### src/rtl/sli_cam_handshake_if.sv
// Handshake bundle between the structured-light pixel stage, the camera and
// the capture sequencer. The master side is the pixel stage / camera environment.
interface sli_cam_handshake_if;
  logic       mode;
  logic       start;
  logic       in_vsync;
  logic       trig;
  logic       f_frm;
  logic       cam_strobe;
  logic       rdy;
  logic       busy;
  logic [4:0] pat_idx;
  logic       seq_done;
  logic       err;
  logic [7:0] err_cnt;

  modport master (
    output mode, start, in_vsync, trig, f_frm, cam_strobe,
    input  rdy, busy, pat_idx, seq_done, err, err_cnt
  );

  modport slave (
    input  mode, start, in_vsync, trig, f_frm, cam_strobe,
    output rdy, busy, pat_idx, seq_done, err, err_cnt
  );
endinterface

### src/rtl/sli_cam_handshake.sv
// Projector/camera loop closer for structured-light capture: paces the pattern
// generator with rdy, tracks the pattern index and catches trigger/strobe timeouts.
module sli_cam_handshake #(
  parameter int unsigned TIMEOUT_CYC      = 2000000,
  parameter int unsigned TRIG_WAIT_FRAMES = 4,
  parameter int unsigned SETTLE_FRAMES    = 1,
  parameter int unsigned NUM_PAT          = 32
) (
  input logic                clk,
  input logic                rst,
  sli_cam_handshake_if.slave bus
);

  localparam int unsigned CYC_W        = $clog2(TIMEOUT_CYC + 1);
  localparam int unsigned TRIG_LAST_I  = (TRIG_WAIT_FRAMES == 0) ? 0 : TRIG_WAIT_FRAMES - 1;
  localparam int unsigned SETTLE_LAST_I = (SETTLE_FRAMES == 0) ? 0 : SETTLE_FRAMES - 1;

  localparam logic [CYC_W-1:0] CYC_LAST    = CYC_W'(TIMEOUT_CYC - 1);
  localparam logic [3:0]       TRIG_LAST   = 4'(TRIG_LAST_I);
  localparam logic [3:0]       SETTLE_LAST = 4'(SETTLE_LAST_I);
  localparam logic [4:0]       PAT_LAST    = 5'(NUM_PAT - 1);
  localparam bit               NO_SETTLE   = (SETTLE_FRAMES == 0);

  typedef enum logic [2:0] {
    IDLE,
    READY,
    RELEASE,
    WAIT_STB,
    EXPOSE,
    SETTLE,
    ADVANCE,
    ERROR
  } state_t;

  state_t           state_q, state_nxt;
  logic [CYC_W-1:0] cyc_cnt_q, cyc_cnt_nxt;
  logic [3:0]       frm_cnt_q, frm_cnt_nxt;
  logic [4:0]       pat_idx_q, pat_idx_nxt;
  logic             err_q, err_nxt;
  logic [7:0]       err_cnt_q, err_cnt_nxt;
  logic             seq_done_q, seq_done_nxt;

  logic strobe_meta, strobe_sync, strobe_d;
  logic trig_d, vsync_d;
  logic vs_rise, tr_rise, st_rise, st_fall;

  // cam_strobe comes from the camera's own clock domain; trig and in_vsync are
  // already pixel-clock synchronous and only need the edge register.
  // NOTE: sequential state is written with non-blocking assignments so every
  // register samples the pre-edge value of every other register.
  always_ff @(posedge clk) begin
    if (rst) begin
      strobe_meta <= 1'b0;
      strobe_sync <= 1'b0;
      strobe_d    <= 1'b0;
      trig_d      <= 1'b0;
      vsync_d     <= 1'b0;
    end else begin
      strobe_meta <= bus.cam_strobe;
      strobe_sync <= strobe_meta;
      strobe_d    <= strobe_sync;
      trig_d      <= bus.trig;
      vsync_d     <= bus.in_vsync;
    end
  end

  assign vs_rise = bus.in_vsync & ~vsync_d;
  assign tr_rise = bus.trig & ~trig_d;
  assign st_rise = strobe_sync & ~strobe_d;
  assign st_fall = ~strobe_sync & strobe_d;

  always_ff @(posedge clk) begin
    if (rst) begin
      state_q    <= IDLE;
      cyc_cnt_q  <= '0;
      frm_cnt_q  <= '0;
      pat_idx_q  <= '0;
      err_q      <= 1'b0;
      err_cnt_q  <= '0;
      seq_done_q <= 1'b0;
    end else begin
      state_q    <= state_nxt;
      cyc_cnt_q  <= cyc_cnt_nxt;
      frm_cnt_q  <= frm_cnt_nxt;
      pat_idx_q  <= pat_idx_nxt;
      err_q      <= err_nxt;
      err_cnt_q  <= err_cnt_nxt;
      seq_done_q <= seq_done_nxt;
    end
  end

  // NOTE: every signal driven here gets its hold value first, so no path
  // through the case can leave one unassigned and infer a latch.
  always_comb begin
    state_nxt    = state_q;
    cyc_cnt_nxt  = cyc_cnt_q;
    frm_cnt_nxt  = frm_cnt_q;
    pat_idx_nxt  = pat_idx_q;
    err_nxt      = err_q;
    err_cnt_nxt  = err_cnt_q;
    seq_done_nxt = 1'b0;

    if (!bus.mode) begin
      // Pass-through drops back to IDLE but keeps the index and error history.
      state_nxt = IDLE;
    end else begin
      unique case (state_q)
        IDLE: begin
          if (bus.start) begin
            state_nxt   = READY;
            err_nxt     = 1'b0;
            err_cnt_nxt = '0;
            pat_idx_nxt = '0;
          end
        end

        READY: begin
          if (vs_rise) begin
            state_nxt   = RELEASE;
            frm_cnt_nxt = '0;
          end
        end

        RELEASE: begin
          // A trigger on the same edge as VSYNC wins and does not burn a frame.
          if (tr_rise) begin
            state_nxt   = WAIT_STB;
            cyc_cnt_nxt = '0;
            if (bus.f_frm) pat_idx_nxt = '0;
          end else if (vs_rise) begin
            if (frm_cnt_q == TRIG_LAST) state_nxt = ERROR;
            frm_cnt_nxt = frm_cnt_q + 4'd1;
          end
        end

        WAIT_STB: begin
          cyc_cnt_nxt = cyc_cnt_q + CYC_W'(1);
          if (st_rise)                     state_nxt = EXPOSE;
          else if (cyc_cnt_q == CYC_LAST)  state_nxt = ERROR;
        end

        EXPOSE: begin
          // Exposure length belongs to the camera; trig falling early is ignored.
          if (st_fall) begin
            state_nxt   = SETTLE;
            frm_cnt_nxt = '0;
          end
        end

        SETTLE: begin
          if (NO_SETTLE || (vs_rise && frm_cnt_q == SETTLE_LAST)) begin
            state_nxt = ADVANCE;
          end else if (vs_rise) begin
            frm_cnt_nxt = frm_cnt_q + 4'd1;
          end
        end

        ADVANCE: begin
          if (pat_idx_q == PAT_LAST) begin
            seq_done_nxt = 1'b1;
            pat_idx_nxt  = '0;
            state_nxt    = IDLE;
          end else begin
            pat_idx_nxt = pat_idx_q + 5'd1;
            state_nxt   = READY;
          end
        end

        ERROR: begin
          // The failed pattern is skipped: settle, then advance as normal.
          err_nxt     = 1'b1;
          if (err_cnt_q != 8'hFF) err_cnt_nxt = err_cnt_q + 8'd1;
          state_nxt   = SETTLE;
          frm_cnt_nxt = '0;
        end

        default: state_nxt = IDLE;
      endcase
    end
  end

  assign bus.rdy      = (state_q == READY);
  assign bus.busy     = (state_q != IDLE);
  assign bus.pat_idx  = pat_idx_q;
  assign bus.seq_done = seq_done_q;
  assign bus.err      = err_q;
  assign bus.err_cnt  = err_cnt_q;

endmodule

### src/flat_wrapper.sv
// flat-port wrapper written by rule: the top's interface ports become plain ports
module sli_cam_handshake_flat 
#(
  parameter int unsigned TIMEOUT_CYC      = 2000000,
  parameter int unsigned TRIG_WAIT_FRAMES = 4,
  parameter int unsigned SETTLE_FRAMES    = 1,
  parameter int unsigned NUM_PAT          = 32
)
  (clk, rst, bus_mode, bus_start, bus_in_vsync, bus_trig, bus_f_frm, bus_cam_strobe, bus_rdy, bus_busy, bus_pat_idx, bus_seq_done, bus_err, bus_err_cnt);
  sli_cam_handshake_if bus_i ();
  input logic clk;
  input logic rst;
  input wire logic [$bits(bus_i.mode)-1:0] bus_mode;
  input wire logic [$bits(bus_i.start)-1:0] bus_start;
  input wire logic [$bits(bus_i.in_vsync)-1:0] bus_in_vsync;
  input wire logic [$bits(bus_i.trig)-1:0] bus_trig;
  input wire logic [$bits(bus_i.f_frm)-1:0] bus_f_frm;
  input wire logic [$bits(bus_i.cam_strobe)-1:0] bus_cam_strobe;
  output wire logic [$bits(bus_i.rdy)-1:0] bus_rdy;
  output wire logic [$bits(bus_i.busy)-1:0] bus_busy;
  output wire logic [$bits(bus_i.pat_idx)-1:0] bus_pat_idx;
  output wire logic [$bits(bus_i.seq_done)-1:0] bus_seq_done;
  output wire logic [$bits(bus_i.err)-1:0] bus_err;
  output wire logic [$bits(bus_i.err_cnt)-1:0] bus_err_cnt;
  assign bus_i.mode = bus_mode;
  assign bus_i.start = bus_start;
  assign bus_i.in_vsync = bus_in_vsync;
  assign bus_i.trig = bus_trig;
  assign bus_i.f_frm = bus_f_frm;
  assign bus_i.cam_strobe = bus_cam_strobe;
  assign bus_rdy = bus_i.rdy;
  assign bus_busy = bus_i.busy;
  assign bus_pat_idx = bus_i.pat_idx;
  assign bus_seq_done = bus_i.seq_done;
  assign bus_err = bus_i.err;
  assign bus_err_cnt = bus_i.err_cnt;
  sli_cam_handshake #(.TIMEOUT_CYC(TIMEOUT_CYC), .TRIG_WAIT_FRAMES(TRIG_WAIT_FRAMES), .SETTLE_FRAMES(SETTLE_FRAMES), .NUM_PAT(NUM_PAT)) u_core (.clk(clk), .rst(rst), .bus(bus_i));
endmodule
### config.mk
export PLATFORM = sky130hd
export DESIGN_NAME = sli_cam_handshake_flat
export DESIGN_NICKNAME = d
export VERILOG_FILES = /design/src/rtl/sli_cam_handshake_if.sv /design/src/rtl/sli_cam_handshake.sv /design/src/flat_wrapper.sv
export SDC_FILE = /design/constraint.sdc
export NUM_CORES = 1
export LEC_CHECK = 0
export ABC_AREA = 1
export CAP_MARGIN = 30
export CORE_MARGIN = 2
export CORE_UTILIZATION = 29
export CTS_CLUSTER_SIZE = 25
export DETAILED_ROUTE_END_ITERATION = 8
export GPL_ROUTABILITY_DRIVEN = 0
export PLACE_DENSITY_LB_ADDON = 0.1
export SLEW_MARGIN = 20
export SYNTH_ARGS = -nofsm -noshare
export SYNTH_HDL_FRONTEND = slang
export SYNTH_SLANG_ARGS = --single-unit
### constraint.sdc
create_clock -name clk -period 1.4 [get_ports clk]
set_input_delay 0.28 -clock clk [delete_from_list [all_inputs] [get_ports clk]]
set_output_delay 0.28 -clock clk [all_outputs]
set_load 0.05 [all_outputs]
# Word-level counts from Yosys, hierarchy flattened
# Index checks and enable logic that the tools add are counted.
# op_classes
addsub	4
n_eq_ne	23
muxes	30
bitwise	10
n_reduce_logical	16
# op_table
op	n
one-hot mux 21 bit (2 select lines)	1
two-way mux 3 bit	9
one-hot mux 3 bit (8 select lines)	1
adder 21 x 1 -> 21 bit (second input constant)	1
== test 21 bit (second input constant)	1
two-way mux 21 bit	1
two-way mux 4 bit	5
two-way mux 5 bit	4
one-hot mux 4 bit (5 select lines)	1
two-way mux 8 bit	2
one-hot mux 8 bit (2 select lines)	1
one-hot mux 5 bit (3 select lines)	1
== test 3 bit (second input constant)	4
inequality test 2 x 1 -> 1 bit (second input constant)	5
inequality test 3 x 1 -> 1 bit (second input constant)	3
adder 8 x 1 -> 8 bit (second input constant)	1
inequality test 2 bit (second input constant)	4
inequality test 8 bit (second input constant)	1
AND reduction 7 bit	1
== test 3 x 2 -> 1 bit (second input constant)	2
inverter 1 bit	6
AND reduction 3 bit	2
AND reduction 6 bit	1
nonzero test 3 bit	2
other kinds (17)	23
# word_totals
regBits	48
in_bits	8
output_inout_bits	17
elab_cells	95

# Longest topological paths before layout
# Gate-level depths: netlist of the first run.
# depth
word_depth	5
ltp_mapped	12
ltp_nobuf	11

# Worst setup path before layout of the first run
# OpenSTA, ideal clock, no wires.
# synth_path
kind	register -> register
start	register u_core.err_cnt_q[0] (netlist: u_core.bus.err_cnt[0])
end	register u_core.err_cnt_q[1] (netlist: u_core.bus.err_cnt[1])
setup_time_ps	121
arrival_ps	1758
required_ps	1279
setup_slack_ps	-479
path_stages_with_launch	12
n_path_buf	1
synth_period_minus_slack_ps	1879
cell_sequence	dfxtp_1 > ha_1 > nand2_1 > inv_1 > nand2_1 > o21ai_1 > nand2_1 > nand2_1 > buf_4 > nand2_1 > o21ai_1 > nor2_1
# synth_via
elab_chain_len	3
elab_cells_between_ends	6
cone_classes	1 x add/sub; 2 x eq/ne; 2 x mux; 1 x reduce/logical
# synth_rtl
element	line_no	text
start, declared	sli_cam_handshake.sv:40	logic [7:0] err_cnt_q, err_cnt_nxt;
start signal, assigned	sli_cam_handshake.sv:87	err_cnt_q <= err_cnt_nxt;
adder 8 x 1 -> 8 bit or inequality test 8 bit (tied branches)	sli_cam_handshake.sv:172	if (err_cnt_q != 8'hFF) err_cnt_nxt = err_cnt_q + 8'd1;
two-way mux 8 bit or inequality test 2 x 1 -> 1 bit (tied branches)	--	
one-hot mux 8 bit (2 select lines) or AND reduction 4 bit (tied branches)	--	
# Several ways; a longest one is shown, not always the timed one. The select of a mux whose other input is x is not followed.
# A chain may end at the register's enable or synchronous reset.

# Final worst setup path of the first run
# layout_path
start	register u_core.state_q[2]
end	output bus_rdy
# layout_via
elab_chain_len	1
# layout_rtl
element	line_no	text
start, declared	sli_cam_handshake.sv:35	state_t state_q, state_nxt;
start signal, assigned	sli_cam_handshake.sv:82	state_q <= state_nxt;
== test 3 x 1 -> 1 bit	sli_cam_handshake.sv:182	assign bus.rdy = (state_q == READY);
end, declared	flat_wrapper.sv:19	output wire logic [$bits(bus_i.rdy)-1:0] bus_rdy;
# Every way passes these cells.

==> results of run 1 <==
worst max-delay path: stages, from the launching register on:
cell and delay, ns:
dfxtp_4 0.38, buf_6 0.12, buf_6 0.11, nor2_4 0.10, buf_6 0.11, buf_12 0.12
power by group through the flow:
stage | clock network, mW | registers, mW | logic, mW
detailed placement | 0 | 1.51 | 1.02
global route | 1.06 | 1.49 | 1.35
CTS | 0.996 | 1.47 | 1.18
global placement | 0 | 1.50 | 1.02
floorplan | 0 | 1.57 | 0.549
finish | 0.979 | 1.48 | 1.24
kinds of logic (layout without fill, tap and decap cells):
group                      Yosys count  in the layout  share of synthesized area
DFF                                 48             48                     0.3264
AOI/OAI and AO/OA                   49             49                    0.08670
and+or+nand+nor                    279            279                     0.4458
buffers and inverters               70            178                    0.09775
xor gates and xnor gates             6              6                    0.01785
adders and majority gates            6              6                    0.02550
registers in the layout, indices dropped and copies added, names as in the netlist, 3 cells and up:
signal,cells
u_core.cyc_cnt_q,21
u_core.state_q,3
u_core.bus.pat_idx,5
u_core.bus.err_cnt,8
u_core.frm_cnt_q,4
cell usage after synthesis, types with 2 or more instances:
master,instances
o21ai_0,7
nor2_1,77
o21ai_1,7
inv_1,57
nand2_4,6
nor2_4,5
nand3_1,25
buf_6,2
xor2_1,6
nand2_2,5
ha_1,6
nor3_1,8
clkbuf_1,4
dfxtp_1,48
o21bai_1,2
inv_2,4
nand3_2,2
nand2_1,122
buf_4,2
nand4_1,20
nor2_2,2
a21oi_1,31
what timing repair did:
| action | CTS | global route |
|---|---|---|
| cloned | 1 | 0 |
| pin swaps | 26 | 9 |
| hold endpoints to repair | 0 | 0 |
| endpoints found under the setup margin | 44 | 43 |
| buffers inserted | 14 | 2 |
| resized for setup | 60 | 33 |
layer usage:
metal | part of all wire | routed length (um) | GRT usage | vias to the layer above
li1 | - | - | - | 1673
met1 | 0.46 | 3838 | 0.2066 | 1482
met2 | 0.50 | 4150 | 0.2644 | 45
met3 | 0.032 | 263 | 0.02308 | 7
met4 | 0.0072 | 60 | 0.03143 | 0
met5 | 0 | 0 | 0 | -
layout make-up:
class                      count  area (sq um)  share of cell area
timing repair inverter         1         7.507            0.001632
tap                          133         166.4             0.03618
clock buffer                   8         100.1             0.02176
sequential                    48          1006              0.2187
inverter                      62         251.5             0.05468
multi-input combinational    340          1979              0.4304
timing repair buffer         107          1089              0.2367
how the worst max path moves through the flow:
stage	start	end	slack, ns	cells past startpoint
4_1_cts	u_core.state_q[2]	bus_rdy	-0.14	5
3_3_place_gp	bus_trig	u_core.cyc_cnt_q[11]	-0.47	11
3_5_place_dp	bus_trig	u_core.cyc_cnt_q[11]	-0.52	10
6_report	u_core.state_q[2]	bus_rdy	-0.12	5
5_1_grt	u_core.cyc_cnt_q[4]	u_core.cyc_cnt_q[11]	-0.18	8
2_1_floorplan	u_core.bus.err_cnt[1]	u_core.bus.err_cnt[1]	-0.04	11
==> metrics, run 1 <==
post-route cell area=0.004599 sq mm; post-DR vias/cell=4.588; nets@finish=579; Crit Path Category=flip-flop to output port; CTS Sinks=48; DRC viols=0; Setup crit end kind=output port; Max Freq=0.6580 GHz; layout cell share with drive strength beyond 1=0.3816; Initial Util=0.2998; post-layout minimum cycle time=1.520 ns; DR vias=3207; sequential area share after synthesis=0.3264; outcome=finished, violations left; row cnt=36; Placed Instance Area=0.004063 sq mm; Post-CTS Hold Fix Bufs=0; core region area=0.009819 sq mm; commonest non-fill, non-tap cell in the layout=nand2_1; clk_lat worst skew=0.31 ns; syn nets=472; Post-Syn Area=0.002944 sq mm; Netlist cell types=32; drt first pass iters=5; H-Tree Depth=2; # diodes=0; P_int=2.443 mW; Wirelength per Cell=11.89 um; Die Ht=104.8 um; total power=3.695 mW; final period utilization=1.086; Clk pin slew, worst setup/hold paths=0.09 ns; most frequent cells in the layout=nand2_1, buf_4, nor2_1; Port Buf Inserts=24; synthesized area per cell=6.428 sq um; die width=104.8 um; Post-synth EDFFs=0; top-level I/O count=25; DP HPWL=6.052 mm; VDD IR-drop max=0.0004597 V; Ys Warns=0; Clock power frac=0.265; Switching Share=0.3387; Primary FF master, synth=dfxtp_1; fraction of registers with async set/reset=0; Root Driver=clkbuf_8; Syn Inst Count=458; Placed Instances=674; max_cap viols=0; worst hold path class=input port to flip-flop; NetSw=1.252 mW; initial antenna violation count=0; violated checks=setup timing; final setup fails=12; filler cell count=1042; Yosys top cell by area=dfxtp_1; worst r2r path cells=10; largest net degree at the start of global routing=25; first-pass GRT wire length=14.10 mm; PnR worst setup slack=-0.1198 ns; Hold EP=u_core.trig_d; Slew HR=0.7951; gr usage total=0.1547; Setup crit start kind=flip-flop; Initial DRC Count=110; CTS Buffer Depth=2; hold_sp=bus_trig; P per Cell Area=803.3 mW/mm^2; Worst Path Arrival=1.24 ns; number of global-route vias before repair=3023; worst hold path cell count=3; FF-to-FF End=u_core.frm_cnt_q[0]; DIE AREA=0.01097 sq mm; worst slack, placed=-0.5168 ns; flop-to-flop setup slack=-0.06 ns; post-layout util=0.4684; gr ovfl total=0; pin slew with the least headroom to its limit=0.3062 ns; Hold Worst Slack=0.3255 ns; top post-synthesis cells by area=dfxtp_1, nand2_1, nor2_1; Slew Viols, Final=0; RSZ-0062 raised after global routing=true; Reg2Reg Launch Point=u_core.state_q[0]; CP max FO=5; Worst Skew=0.01072 ns; Leak=1.910 nW; drt total wl=8.313 mm; TritonCTS clock tree=yes; FF+latch count, synth=48; Post-Layout Cell Count=699; Worst Path Required=1.12 ns; Routed Antenna Nets=0; Sequential Power Share=0.400; final hold vios=0; Comb power frac=0.335; synth-to-layout area growth=56.23%; clock buffer count from CTS=5; setup TNS=-0.5481 ns; Yosys top cell area share=0.3264
Power figures use the tool's default switching activity.
==> run 2, diff against run 1 <==
SETUP_SLACK_MARGIN = 0.3   (was default)
==> run 2 against run 1 <==
The flow still finishes with violations (setup timing). Clock power fell by 16%. Sequential cell count stayed put. Final cell count rose by 0.86%. Register-to-register slack about the same. Power down 0.30%.
==> metrics, run 2 (synthesis results as in run 1) <==
WL met2=4.158 mm (+0.19%); # diodes=0 (unchanged); Worst Path Required=1.12 ns (about the same); final setup fails=37 (+25); Root Driver=clkbuf_8; gr usage total=0.1511 (-0.003615); Crit Path Category=flip-flop to output port; Setup crit start kind=flip-flop; first-pass GRT wire length=13.66 mm (-3.2%); CTS Sinks=48 (unchanged); max reg flops=21 (unchanged); clk_lat worst skew=0.30 ns (about the same); Max Freq=0.6711 GHz (+2.0%); drt first pass iters=4 (-1); Initial Util=0.2998 (unchanged); clock buffer count from CTS=5 (unchanged); commonest non-fill, non-tap cell in the layout=nand2_1; drt total wl=8.480 mm (+2.0%); Worst Path Arrival=1.21 ns (-0.03 ns); flop-to-flop setup slack=-0.07 ns (about the same); top-level I/O count=25 (unchanged); initial antenna violation count=0 (unchanged); Hold Worst Slack=0.4064 ns (+0.08081 ns); register name with the most flops=u_core.cyc_cnt_q; DP HPWL=6.098 mm (+0.77%); top layer reached by signal wires=met4; Slew HR=0.7952 (about the same); FF-to-FF End=u_core.cyc_cnt_q[15]; Slew Viols, Final=0 (unchanged); Worst Skew=0.01354 ns (+0.002824 ns); DIE AREA=0.01097 sq mm (unchanged); most frequent cells in the layout=nand2_1, nor2_1, buf_4; row cnt=36 (unchanged); VDD IR-drop max=0.0003864 V (-16%); Wirelength per Cell=12.03 um (+1.1%); Worst Setup SP=u_core.state_q[2]; Die Ht=104.8 um (unchanged); P per Cell Area=772.6 mW/mm^2 (-3.8%); Initial DRC Count=107 (-2.7%); H-Tree Depth=2 (unchanged); Clk pin slew, worst setup/hold paths=0.10 ns (about the same); filler cell count=1018 (-2.3%); Leak=2.010 nW (+5.2%); post-DR vias/cell=4.567 (-0.45%); violated checks=setup timing; RSZ-0062 raised after global routing=true; PnR worst setup slack=-0.09019 ns (+0.02962 ns); M1 wire length=3.982 mm (+3.8%); TritonCTS clock tree=yes; die width=104.8 um (unchanged); worst hold path class=flip-flop to flip-flop; max_cap viols=0 (unchanged); DR vias=3220 (+0.41%); worst r2r path cells=10 (unchanged); CTS Buffer Depth=2 (unchanged); Reg2Reg Launch Point=u_core.state_q[2]; number of global-route vias before repair=2999 (-0.79%); pin slew with the least headroom to its limit=0.3063 ns (+0.0001755 ns); CP max FO=4 (-1); final period utilization=1.064 (-0.02116); Placed Instance Area=0.004123 sq mm (+1.5%); DRC viols=0 (unchanged); core region area=0.009819 sq mm (unchanged); post-layout util=0.4856 (+0.01720); synth-to-layout area growth=61.96%; largest net degree at the start of global routing=25 (unchanged); Post-CTS Hold Fix Bufs=0 (unchanged); Port Buf Inserts=24 (unchanged); Routed Antenna Nets=0 (unchanged); nets@finish=585 (+1.0%); Setup crit end kind=output port; gr ovfl total=0 (unchanged); last element of the critical path=bus_busy; setup TNS=-1.239 ns (-0.6905 ns); post-layout minimum cycle time=1.490 ns (-0.02962 ns); met3 routed WL=270 um (+2.7%); layout cell share with drive strength beyond 1=0.4108 (+0.02921); post-route cell area=0.004768 sq mm (+3.7%); outcome=finished, violations left; final hold vios=0 (unchanged)
## run 2: changes by cell type in the layout (fill, tap and decap cells not counted), sizes merged
cell / change
inv: +1
clkdlybuf4s50: +1
clkinvlp: -2
clkinv: +2
dlygate4sd2: -1
clkbuf: -2
nand2: +2
buf: +5
## run 2: power breakdown
| group | total, mW | leakage (nW) | internal (mW) | switching [mW] |
|---|---|---|---|---|
| sequential | 1.47 | 0.402 | 1.41 | 0.0602 |
| combinational | 1.39 | 1.57 | 0.653 | 0.736 |
| clock | 0.823 | 0.0403 | 0.343 | 0.481 |
## run 2: layer usage
| layer | track usage | vias up |
|---|---|---|
| met3 | 0.02433 | 7 |
| li1 | - | 1698 |
| met5 | 0 | - |
| met4 | 0.02952 | 0 |
| met1 | 0.1959 | 1474 |
| met2 | 0.2648 | 41 |
## run 2: stage by stage
stage | setup WS (ns) | power (mW) | instances
after floorplan | -0.03969 | 2.148 | 458
after global placement | -0.4548 | 2.549 | 671
after detailed placement | -0.5074 | 2.563 | 671
after CTS | -0.09581 | 3.542 | 695
after global routing | -0.1721 | 3.888 | 705
final | -0.09019 | 3.684 | 705
## run 2: cell type report
| cell class | instances | area [sq um] | share of cell area |
|---|---|---|---|
| multi-input cells | 342 | 2078 | 0.4358 |
| clock inverters | 2 | 7.507 | 0.001574 |
| repair buffers | 112 | 1171 | 0.2456 |
| inverters | 62 | 255.2 | 0.05353 |
| clock buffers | 6 | 72.57 | 0.01522 |
| flip-flops and latches | 48 | 1017 | 0.2133 |
| well taps | 133 | 166.4 | 0.03490 |
## run 2: worst min-delay path by stage
stage / start / endpoint / cells after the start
2_1_floorplan: bus_cam_strobe / u_core.strobe_meta / 2
3_3_place_gp: u_core.strobe_meta / u_core.strobe_sync / 2
3_5_place_dp: u_core.strobe_meta / u_core.strobe_sync / 2
4_1_cts: u_core.strobe_meta / u_core.strobe_sync / 2
5_1_grt: u_core.strobe_meta / u_core.strobe_sync / 2
6_report: u_core.strobe_meta / u_core.strobe_sync / 2
## run 2: repair_timing
| item | 4_1_cts | 5_1_grt |
|---|---|---|
| pin swaps | 26 | 20 |
| gates resized for setup | 63 | 46 |
| setup endpoints to repair | 60 | 59 |
| gates cloned | 1 | 1 |
| buffers inserted | 15 | 9 |
| hold endpoints to repair | 0 | 0 |
## run 2: worst max-delay path, cell delays in order, from the launching register on
cell and delay [ns]:
dfxtp_4 0.37, nor2_4 0.13, buf_6 0.11, nand2_4 0.04, buf_6 0.11, buf_12 0.13
